--- config.mk ---
export PLATFORM = sky130hd
export DESIGN_NAME = div_issue_ctrl
export DESIGN_NICKNAME = d
export VERILOG_FILES = /design/src/rtl/div_issue_ctrl.sv
export SDC_FILE = /design/constraint.sdc
export NUM_CORES = 1
export LEC_CHECK = 0
export BUFFER_PORTS_ARGS = -buffer_cell sky130_fd_sc_hd__buf_2
export CAP_MARGIN = 20
export CORE_MARGIN = 2
export CORE_UTILIZATION = 30
export DETAILED_ROUTE_END_ITERATION = 12
export PLACE_DENSITY = 0.58
export SLEW_MARGIN = 15
export SYNTH_ARGS = -nofsm -noshare
export SYNTH_HDL_FRONTEND = slang
export SYNTH_SLANG_ARGS = --single-unit
--- constraint.sdc ---
create_clock -name clk -period 4.95 [get_ports clk]
set_input_delay 0.495 -clock clk [delete_from_list [all_inputs] [get_ports clk]]
set_output_delay 0.495 -clock clk [all_outputs]
set_load 0.02 [all_outputs]
--- src/rtl/div_issue_ctrl.sv ---
`default_nettype none
// +-----------------------------------------------------------------------------+
// | Module      : div_issue_ctrl                                                |
// | Description : RISC-V DIV/DIVU/REM/REMU sequencer around an unsigned divider. |
// | Revision    : 1.0 - initial release                                         |
// +-----------------------------------------------------------------------------+
module div_issue_ctrl (
  input  logic        clk,
  input  logic        rst,
  input  logic        ex_valid,
  input  logic [2:0]  ex_funct3,
  input  logic [31:0] ex_rs1,
  input  logic [31:0] ex_rs2,
  input  logic        flush,
  output logic        stall_o,
  output logic [31:0] result_o,
  output logic        result_valid,
  output logic        div_start,
  output logic [31:0] div_dividend,
  output logic [31:0] div_divisor,
  input  logic        div_ready,
  input  logic [31:0] div_quotient,
  input  logic [31:0] div_remainder,
  input  logic        div_done
);

  typedef enum logic [2:0] {
    IDLE  = 3'd0,
    ISSUE = 3'd1,
    WAIT  = 3'd2,
    DRAIN = 3'd3,
    DONE  = 3'd4
  } state_t;

  state_t      r_state;
  logic [31:0] r_dividend;
  logic [31:0] r_divisor;
  logic        r_rem;
  logic        r_neg_q;
  logic        r_neg_r;

  logic        w_req;
  logic        w_signed;
  logic        w_rem;
  logic        w_div_by_zero;
  logic        w_overflow;
  logic [31:0] w_abs_rs1;
  logic [31:0] w_abs_rs2;
  logic [31:0] w_sel;
  logic        w_neg;
  logic [31:0] w_wait_result;

  assign w_req         = ex_valid & ex_funct3[2] & ~flush;
  assign w_signed      = ~ex_funct3[0];
  assign w_rem         = ex_funct3[1];
  assign w_div_by_zero = (ex_rs2 == 32'd0);
  assign w_overflow    = w_signed & (ex_rs1 == 32'h8000_0000) & (ex_rs2 == 32'hFFFF_FFFF);
  assign w_abs_rs1     = (w_signed & ex_rs1[31]) ? (~ex_rs1 + 32'd1) : ex_rs1;
  assign w_abs_rs2     = (w_signed & ex_rs2[31]) ? (~ex_rs2 + 32'd1) : ex_rs2;

  assign w_sel         = r_rem ? div_remainder : div_quotient;
  assign w_neg         = r_rem ? r_neg_r : r_neg_q;
  assign w_wait_result = w_neg ? (~w_sel + 32'd1) : w_sel;

  assign stall_o       = w_req & (r_state != DONE);
  assign div_dividend  = r_dividend;
  assign div_divisor   = r_divisor;

  always_ff @(posedge clk) begin
    if (rst) begin
      r_state      <= IDLE;
      r_dividend   <= 32'd0;
      r_divisor    <= 32'd0;
      r_rem        <= 1'b0;
      r_neg_q      <= 1'b0;
      r_neg_r      <= 1'b0;
      result_o     <= 32'd0;
      result_valid <= 1'b0;
      div_start    <= 1'b0;
    end else begin
      case (r_state)
        IDLE: begin
          if (w_req) begin
            if (w_div_by_zero) begin
              result_o     <= w_rem ? ex_rs1 : 32'hFFFF_FFFF;
              result_valid <= 1'b1;
              r_state      <= DONE;
            end else if (w_overflow) begin
              result_o     <= w_rem ? 32'd0 : 32'h8000_0000;
              result_valid <= 1'b1;
              r_state      <= DONE;
            end else begin
              r_dividend <= w_abs_rs1;
              r_divisor  <= w_abs_rs2;
              r_rem      <= w_rem;
              r_neg_q    <= w_signed & (ex_rs1[31] ^ ex_rs2[31]);
              r_neg_r    <= w_signed & ex_rs1[31];
              div_start  <= 1'b1;
              r_state    <= ISSUE;
            end
          end
        end
        ISSUE: begin
          // A flush that coincides with the handshake still has to drain the divider.
          if (div_ready) begin
            div_start <= 1'b0;
            r_state   <= flush ? DRAIN : WAIT;
          end else if (flush) begin
            div_start <= 1'b0;
            r_state   <= IDLE;
          end
        end
        WAIT: begin
          // A flush landing on the done pulse has nothing left to drain.
          if (flush) begin
            r_state <= div_done ? IDLE : DRAIN;
          end else if (div_done) begin
            result_o     <= w_wait_result;
            result_valid <= 1'b1;
            r_state      <= DONE;
          end
        end
        DRAIN: begin
          if (div_done) begin
            r_state <= IDLE;
          end
        end
        DONE: begin
          result_valid <= 1'b0;
          r_state      <= IDLE;
        end
        default: begin
          result_valid <= 1'b0;
          div_start    <= 1'b0;
          r_state      <= IDLE;
        end
      endcase
    end
  end

endmodule
`default_nettype wire

==> results of run 1 <==
[power by group through the flow]
stage	Sequential, mW	Combinational (mW)	Clock [mW]
final	0.896	0.456	0.820
after global routing	0.901	0.499	0.869
after CTS	0.896	0.455	0.832
after detailed placement	0.916	0.454	0
after global placement	0.915	0.451	0
after floorplan	0.950	0.231	0
[per-layer routing]
layer	vias up	share of wire	global-route usage
met5	-	0	0
met4	0	0.015	0.0582
met3	27	0.059	0.0294
met2	237	0.44	0.310
met1	3302	0.49	0.286
li1	3625	-	-
[logic make-up (layout without fill, tap and decap cells)]
kind of cell             count (synthesis)  in the layout  synth area share
flip-flops                             104            104             0.306
buffers and inverters                   77            276            0.0491
XOR/XNOR                                85             85             0.109
AND/OR/NAND/NOR                        326            326             0.232
other                                    0              1                 0
AO/OA/AOI/OAI                          245            245             0.243
adder cells (fa/ha/maj)                  4              4           0.00736
multiplexers                            36             36            0.0533
[flip-flops by register name (all words and copies together) (netlist names)]
register	cells
div_divisor	32
r_state	3
div_start	1
r_neg_q	1
div_dividend	32
result_o	32
r_rem	1
r_neg_r	1
result_valid	1
[worst max path at each step]
stage / end / slack [ns]
2_1_floorplan: result_o[28]$_SDFFE_PP0P_ / 1.07
3_3_place_gp: result_o[23]$_SDFFE_PP0P_ / 1.25
3_5_place_dp: result_o[26]$_SDFFE_PP0P_ / 1.20
5_1_grt: result_o[28]$_SDFFE_PP0P_ / 1.03
6_report: result_o[28]$_SDFFE_PP0P_ / 1.27
4_1_cts: result_o[28]$_SDFFE_PP0P_ / 1.33
[worst reg2reg max path: stages, from the launching register on]
cell and delay, ns:
dfxtp_2 0.65, buf_4 0.64, or3b_2 0.55, a222oi_1 0.41, nand4_1 0.31, nor4b_1 0.53
or3_1 0.17, nand3_1 0.07, a311oi_1 0.26
[final cells by class]
class | count | area [sq um] | area share
multi-input combinational | 696 | 4410 | 0.519
sequential | 104 | 2080 | 0.245
timing repair buffer | 243 | 1240 | 0.146
tap | 285 | 357 | 0.0420
clock buffer | 9 | 225 | 0.0265
clock inverter | 7 | 109 | 0.0128
inverter | 17 | 63.8 | 0.00752
antenna | 1 | 2.50 | 0.000295
[Yosys cell counts, types with 7 or more instances]
cell type | count | area (sq um)
nor2_1 | 137 | 514
dfxtp_1 | 104 | 2080
a211oi_1 | 64 | 480
xnor2_1 | 53 | 464
nand2_1 | 52 | 195
a21oi_1 | 49 | 245
o21ai_0 | 47 | 235
nor3_1 | 39 | 195
clkbuf_1 | 38 | 143
mux2i_1 | 34 | 340
xor2_1 | 32 | 280
a31oi_1 | 21 | 131
inv_1 | 17 | 63.8
buf_2 | 15 | 75.1
nor4_1 | 14 | 87.6
a311oi_1 | 13 | 114
nand4_1 | 13 | 81.3
o31ai_1 | 13 | 97.6
nand3_1 | 10 | 50.1
or3_1 | 10 | 62.6
or4_1 | 8 | 60.1
nand2b_1 | 7 | 43.8
[cells in the final DEF (no fill, tap or decap), types with 3 or more instances in the layout]
cell type | netlist | final
buf_2 | 15 | 234
nor2_1 | 137 | 137
dfxtp_1 | 104 | 103
a211oi_1 | 64 | 64
xnor2_1 | 53 | 53
nand2_1 | 52 | 52
a21oi_1 | 49 | 49
o21ai_0 | 47 | 47
nor3_1 | 39 | 38
mux2i_1 | 34 | 34
xor2_1 | 32 | 32
a31oi_1 | 21 | 21
inv_1 | 17 | 17
nor4_1 | 14 | 13
nand4_1 | 13 | 13
a311oi_1 | 13 | 13
o31ai_1 | 13 | 13
or3_1 | 10 | 10
nand3_1 | 10 | 10
clkbuf_16 | 0 | 9
buf_4 | 1 | 9
or4_1 | 8 | 8
nand2b_1 | 7 | 7
o211ai_1 | 6 | 6
nor2b_1 | 5 | 5
o41ai_1 | 5 | 5
nor3b_1 | 4 | 4
a41oi_1 | 4 | 4
and3_1 | 4 | 4
ha_1 | 4 | 4
nor4b_1 | 3 | 3
or3b_2 | 3 | 3
or2_2 | 3 | 3
==> results.py, run 1 <==
metrics = {
    "run_status": {
        "status": "completed",
    },
    "placement": {
        "place_area_sq_um": 8140,
        "io_buffers": 235,
        "pre_cts_ws_ns": 1.20,
        "gp_congestion": 0.867,
        "dp.cells": 1344,
        "dp_hpwl_microns": 19100,
    },
    "route": {
        "drc": 0,
        "totalWireLength_microns": 24500,
        "vias": 7191,
        "ant_nets": 0,
        "wire_per_inst_microns": 18.0,
        "drt-pass1-iter-count": 5,
        "first_iter_violations": 364,
        "via_per_inst": 5.28,
    },
    "synth": {
        "synthFlopType": "dfxtp_1",
        "async_flop_share": 0,
        "synth-edff-count": 0,
        "seq_area_frac_synth": 0.306,
        "synthesis.nets": 1018,
        "synth-seq-cells": 104,
        "avgSynthCellArea_sq_um": 7.76,
        "syn_inst": 877,
        "synth_area_sq_um": 6800,
        "synth_cell_types": 62,
        "yosysWarnings": 0,
    },
    "final_layout": {
        "fillCellCount": 2433,
        "area_delta_synth_final_pct": 24.8,
        "drive_gt1_frac": 0.262,
        "fin_util": 0.378,
        "final_cells": 1362,
        "final_nets": 1212,
        "design_area_sq_um": 8490,
    },
    "die": {
        "core_area_sq_um": 22400,
        "ioPinCount": 236,
        "die_y_microns": 155,
        "row_count": 55,
        "die_area_sq_um": 23900,
        "die_x_microns": 155,
        "start_util": 0.303,
    },
    "sta": {
        "slew-limit-headroom": 0.317,
        "worst_pin_slew_ns": 1.02,
        "fmax_mhz": 271,
        "fin_crit_sh": 0.744,
        "period_minus_slack_ns": 3.68,
        "fin_setup_tns_ns": 0,
        "setup_viol": 0,
        "hold_violations": 0,
        "worst_slack_ns": 1.27,
        "slew_viol_final": 0,
        "whs_ns": 0.418,
        "rsz0062_at_grt": "false",
        "skew_ns": 0.0121,
    },
    "clock_tree": {
        "clk_path_buf_depth": 2,
        "cts.sinks": 104,
        "cts_tree": "built",
        "cts-buffers-inserted": 9,
        "cts_root_buf": "clkbuf_16",
        "htree_levels": 3,
        "path_clk_slew_ns": 0.07,
        "ctsResizeCount": 0,
        "cts_setup_buffers": 0,
        "hold_buffers": 0,
        "clock_latency_ns": 0.36,
    },
    "setup_path": {
        "reg2reg_depth": 8,
        "required_ns": 5.22,
        "cp.depth": 8,
        "slowest_stage": "dfxtp_2",
        "r2r_setup_slack_ns": 1.27,
        "startpoint": "r_rem$_SDFFE_PP0P_",
        "cpLargestDelayFamily": "simple AND/OR/NAND/NOR gates",
        "cp.arrival_ns": 3.96,
        "critPathBufInv": 1,
        "worst_setup_path_end_kind": "flop",
        "cp_max_fo": 60,
        "reg2reg_from": "r_rem$_SDFFE_PP0P_",
        "crit_path_max_incr_delay_ns": 0.65,
        "crit_type": "reg2reg",
        "crit_chain": "buf_4, or3b_2, a222oi_1, nand4_1, nor4b_1, or3_1, nand3_1, a311oi_1",
        "start_kind": "flop",
        "r2r_end": "result_o[28]$_SDFFE_PP0P_",
    },
    "hold_path": {
        "hp-class": "in2reg",
        "min_to": "div_divisor[0]$_SDFFE_PP0P_",
        "hp-start": "ex_rs2[0]",
        "whs_path_depth": 3,
    },
    "power": {
        "internal_power_mw": 1.50,
        "power_frac_comb": 0.210,
        "switching_share": 0.309,
        "seqPwrFrac": 0.412,
        "switching_power_uw": 671,
        "power_density_nw_per_um2": 256,
        "power.static_leakage_nw": 3.18,
        "p_total_mw": 2.17,
        "ir_worst_vdd_mv": 0.168,
        "clkPwrFrac": 0.378,
    },
    "global_routing": {
        "track_usage": 0.200,
        "grt_remaining_overflow": 0,
        "grt_pass1_vias": 6573,
        "grt_pass1_wl_microns": 37500,
        "grt_max_degree": 72,
        "antenna_found_initial": 1,
    },
    "job": {
        "drv_cap": 0,
    },
}
No activity file was read; power rests on OpenSTA's default activity.
==> run 2: changes to the inputs <==
- PLACE_DENSITY: 0.58 -> 0.59
- clock period: 4.95 -> 3.3 ns (I/O delays scaled with it)
==> run 2 against run 1 <==
Compared with the run above:
- die area unchanged
- first-iteration DRC count up 30%
- cell count up 0.95%
- critical path depth unchanged
- combinational power up 53%
- via count down 0.25%
- worst hold slack worse by 0.16 ns
- power up 45%
- non-clock buffer count up 14
- largest cell class unchanged
==> results.py, run 2 (synthesis results as in run 1) <==
metrics = {
    "sta": {
        "skew_ns": 0.0122,
        "slew-limit-headroom": 0.505,
        "fin_crit_sh": 0.869,
        "period_minus_slack_ns": 2.87,
        "slew_viol_final": 0,
        "fin_setup_tns_ns": 0,
        "hold_violations": 0,
        "setup_viol": 0,
        "rsz0062_at_grt": "false",
        "worst_pin_slew_ns": 0.743,
        "fmax_mhz": 349,
    },
    "final_layout": {
        "layout_commonest_cell": "buf_2",
        "fin_util": 0.385,
        "drive_gt1_frac": 0.276,
        "final_nets": 1226,
        "most-common-layout-cells": "234 x buf_2, 137 x nor2_1, 103 x dfxtp_1",
        "design_area_sq_um": 8640,
        "diodes": 0,
        "fillCellCount": 2374,
        "multi_input_area_sq_um": 4450,
        "seq_area_sq_um": 2080,
        "area_delta_synth_final_pct": 27.0,
    },
    "global_routing": {
        "track_usage": 0.195,
        "grt_pass1_vias": 6442,
        "grt_max_degree": 81,
        "grt_remaining_overflow": 0,
        "grt_pass1_wl_microns": 36700,
        "antenna_found_initial": 0,
    },
    "hold_path": {
        "whs_path_depth": 3,
        "hp-class": "in2reg",
        "hp-start": "ex_rs2[0]",
        "min_to": "div_divisor[0]$_SDFFE_PP0P_",
    },
    "route": {
        "first_iter_violations": 474,
        "via_per_inst": 5.22,
        "wire_per_inst_microns": 17.5,
        "vias": 7173,
        "highest_layer": "met4",
        "met1_length_microns": 11800,
        "wl_met3_microns": 1320,
        "ant_nets": 0,
        "drt-pass1-iter-count": 5,
        "met2WireLength_microns": 10600,
        "totalWireLength_microns": 24100,
        "drc": 0,
    },
    "setup_path": {
        "crit_chain": "buf_12, or3b_2, a222oi_1, nand4_1, nor4b_2, or3_1, nand3_1, a311oi_1",
        "required_ns": 3.58,
        "start_kind": "flop",
        "cp_max_fo": 61,
        "startpoint": "r_rem$_SDFFE_PP0P_",
        "reg2reg_from": "r_rem$_SDFFE_PP0P_",
        "r2r_end": "result_o[28]$_SDFFE_PP0P_",
        "cp.arrival_ns": 3.15,
        "r2r_setup_slack_ns": 0.43,
        "worst_setup_path_end_kind": "flop",
        "slowest_stage": "or3b_2",
        "reg2reg_depth": 8,
        "crit_type": "reg2reg",
        "crit_path_max_incr_delay_ns": 0.49,
    },
    "die": {
        "start_util": 0.303,
        "core_area_sq_um": 22400,
        "die_area_sq_um": 23900,
        "row_count": 55,
        "die_x_microns": 155,
        "ioPinCount": 236,
        "die_y_microns": 155,
    },
    "clock_tree": {
        "cts_root_buf": "clkbuf_16",
        "cts_tree": "built",
        "cts-buffers-inserted": 9,
        "clock_latency_ns": 0.36,
        "hold_buffers": 0,
        "htree_levels": 3,
        "clk_path_buf_depth": 2,
        "ctsResizeCount": 0,
        "cts_setup_buffers": 0,
        "cts.sinks": 104,
        "path_clk_slew_ns": 0.08,
    },
    "power": {
        "power_density_nw_per_um2": 366,
        "p_total_mw": 3.16,
        "ir_worst_vdd_mv": 0.246,
        "power.static_leakage_nw": 3.26,
    },
    "placement": {
        "place_area_sq_um": 8340,
        "io_buffers": 235,
        "gp_congestion": 0.885,
        "dp_hpwl_microns": 18900,
    },
    "run_status": {
        "status": "completed",
    },
    "job": {
        "drv_cap": 0,
    },
}
[run 2: worst max-delay path by stage]
stage          depth (start not counted)                        end  slack [ns]
2_1_floorplan                         14  result_o[24]$_SDFFE_PP0P_       0.006
4_1_cts                                8  result_o[28]$_SDFFE_PP0P_        0.45
3_3_place_gp                           9  result_o[10]$_SDFFE_PP0P_        0.26
5_1_grt                                9  result_o[28]$_SDFFE_PP0P_        0.21
3_5_place_dp                           9  result_o[16]$_SDFFE_PP0P_        0.24
6_report                               8  result_o[28]$_SDFFE_PP0P_        0.43
[run 2: metal layers]
layer | vias to the layer above | global-route usage
li1 | 3636 | -
met1 | 3276 | 0.287
met2 | 236 | 0.291
met3 | 25 | 0.0303
met4 | 0 | 0.0569
met5 | - | 0
[run 2: where the power goes]
part / switching [mW] / internal, mW
sequential: 0.0328 / 1.31
clock: 0.523 / 0.596
combinational: 0.430 / 0.269
total: 0.986 / 2.17
[run 2: per-stage QoR]
stage | setup slack (ns) | std cells | hold slack [ns]
after CTS | 0.454 | 1375 | 0.248
after floorplan | 0.00592 | 877 | 0.442
final | 0.433 | 1375 | 0.262
after global routing | 0.210 | 1375 | 0.281
after global placement | 0.262 | 1359 | 0.442
after detailed placement | 0.239 | 1359 | 0.446
[run 2: cell type report]
type                    count  area share
inverters                  17     0.00738
repair buffers            257       0.160
clock buffers               9      0.0261
well taps                 285      0.0413
flip-flops and latches    104       0.241
clock inverters             7     0.00883
multi-input cells         696       0.515
[run 2: critical path: cells and delay by family, from the launching register on]
family,cells,cell delay [ns]
AND/OR/NAND/NOR,5,1.47
flip-flops,1,0.40
buffers and inverters,1,0.29
AO/OA/AOI/OAI,2,0.60
==> run 3: changes to the inputs <==
- MAX_ROUTING_LAYER: default -> met4
- REMOVE_ABC_BUFFERS: default -> 1
- clock period: 3.3 -> 2.6 ns (I/O delays scaled with it)
==> run 3 against run 2 <==
Compared with the run above:
- critical path depth increased by 2
- critical path type unchanged
- cell count rose by 4.1%
- sequential power up 27%
- worst setup slack worse by 0.31 ns
- non-clock buffer count increased by 55
- first-iteration DRC count shrank 21%
==> results.py, run 3 (synthesis results as in run 1) <==
metrics = {
    "global_routing": {
        "grt_remaining_overflow": 0,
        "grt_pass1_wl_microns": 37800,
        "track_usage": 0.206,
        "grt_pass1_vias": 6820,
        "antenna_found_initial": 2,
        "grt_max_degree": 72,
    },
    "power": {
        "p_total_mw": 4.30,
        "power_density_nw_per_um2": 464,
        "power.static_leakage_nw": 3.61,
        "ir_worst_vdd_mv": 0.282,
    },
    "job": {
        "drv_cap": 0,
    },
    "setup_path": {
        "required_ns": 2.89,
        "cp_max_fo": 7,
        "worst_setup_path_end_kind": "flop",
        "startpoint": "r_rem$_SDFFE_PP0P_",
        "cp.arrival_ns": 2.77,
        "start_kind": "flop",
        "reg2reg_from": "r_rem$_SDFFE_PP0P_",
        "crit_type": "reg2reg",
    },
    "final_layout": {
        "final_nets": 1281,
        "layout_commonest_cell": "buf_2",
        "drive_gt1_frac": 0.320,
        "final_cells": 1432,
        "fin_util": 0.413,
        "most-common-layout-cells": "234 x buf_2, 137 x nor2_1, 103 x dfxtp_1",
        "area_delta_synth_final_pct": 36.3,
    },
    "route": {
        "vias": 7417,
        "ant_nets": 0,
        "totalWireLength_microns": 24600,
        "first_iter_violations": 373,
        "drt-pass1-iter-count": 5,
        "wire_per_inst_microns": 17.2,
        "drc": 0,
        "via_per_inst": 5.18,
    },
    "clock_tree": {
        "cts.sinks": 104,
        "hold_buffers": 0,
        "htree_levels": 3,
        "path_clk_slew_ns": 0.08,
        "clk_path_buf_depth": 2,
        "cts_root_buf": "clkbuf_16",
        "cts_tree": "built",
        "cts-buffers-inserted": 9,
        "clock_latency_ns": 0.36,
    },
    "die": {
        "die_y_microns": 155,
        "row_count": 55,
        "die_area_sq_um": 23900,
        "ioPinCount": 236,
        "die_x_microns": 155,
        "core_area_sq_um": 22400,
        "start_util": 0.303,
    },
    "sta": {
        "fmax_mhz": 404,
        "period_minus_slack_ns": 2.48,
        "fin_crit_sh": 0.952,
        "slew-limit-headroom": 0.494,
        "setup_viol": 0,
        "skew_ns": 0.0144,
        "rsz0062_at_grt": "true",
        "whs_ns": 0.223,
        "slew_viol_final": 0,
        "hold_violations": 0,
        "worst_pin_slew_ns": 0.759,
        "worst_slack_ns": 0.124,
    },
    "placement": {
        "dp_hpwl_microns": 19400,
        "dp.cells": 1410,
        "gp_congestion": 0.953,
        "io_buffers": 235,
        "pre_cts_ws_ns": -0.233,
    },
    "hold_path": {
        "hp-start": "ex_rs2[18]",
        "hp-class": "in2reg",
    },
    "run_status": {
        "status": "completed",
    },
}
run 3: cell count changes in the layout (fill, tap and decap cells not counted), sizes merged:
cell	before	now
clkinvlp	2	0
buf	257	311
clkbuf	9	13
diode	0	2
inv	20	17
bufinv	1	3
run 3: cell type report:
class / count / area (sq um)
antenna: 2 / 5.00
clock buffer: 12 / 267
clock inverter: 4 / 98.8
fill: 2362 / 13200
inverter: 17 / 63.8
multi-input combinational: 696 / 4530
sequential: 104 / 2090
tap: 285 / 357
timing repair buffer: 312 / 1860
run 3: critical path: stages (launching register included):
cell and delay, ns:
dfxtp_4 0.43, mux2i_2 0.25, ha_2 0.24, nor4bb_4 0.20, buf_4 0.15, a32o_2 0.15
nand4_1 0.13, buf_6 0.18, and3_1 0.16, or3_1 0.36, a31oi_1 0.16
run 3: report_power, final:
| part | internal, mW | total, mW | leakage, nW | switching, mW |
|---|---|---|---|---|
| clock network | 1.02 | 1.65 | 0.179 | 0.631 |
| logic | 0.388 | 0.946 | 2.59 | 0.558 |
| registers | 1.66 | 1.70 | 0.846 | 0.0439 |
run 3: worst paths after layout:
kind                                                      end  slack, ns  cells after the start
worst max register to register      result_o[20]$_SDFFE_PP0P_       0.12                     10
worst min register to register  div_dividend[31]$_SDFFE_PP0P_       0.47                      2
worst max-delay path                result_o[20]$_SDFFE_PP0P_       0.12                     10
worst min-delay path             div_divisor[18]$_SDFFE_PP0P_       0.22                      3
run 3: through the flow:
stage | TNS, ns | cell area (sq um)
after floorplan | -315.47 | 6530
after global placement | -0.821 | 8710
after detailed placement | -1.08 | 8710
after CTS | -0.0353 | 9100
after global routing | -0.138 | 9270
final | 0 | 9270
run 3: per-layer routing:
metal	track usage	wire length [microns]	part of all wire
met1	0.273	11200	0.45
met2	0.320	11200	0.46
met3	0.0322	1610	0.065
met4	0.0697	604	0.025
met5	-	0	0
run 3: what timing repair did:
item | CTS | global route
buffers inserted | 1 | 2
pin swaps | 1 | 11
endpoints found under the hold margin | 0 | 0
gates resized for setup | 4 | 25
cloned | 0 | 1
setup endpoints to repair | 7 | 12
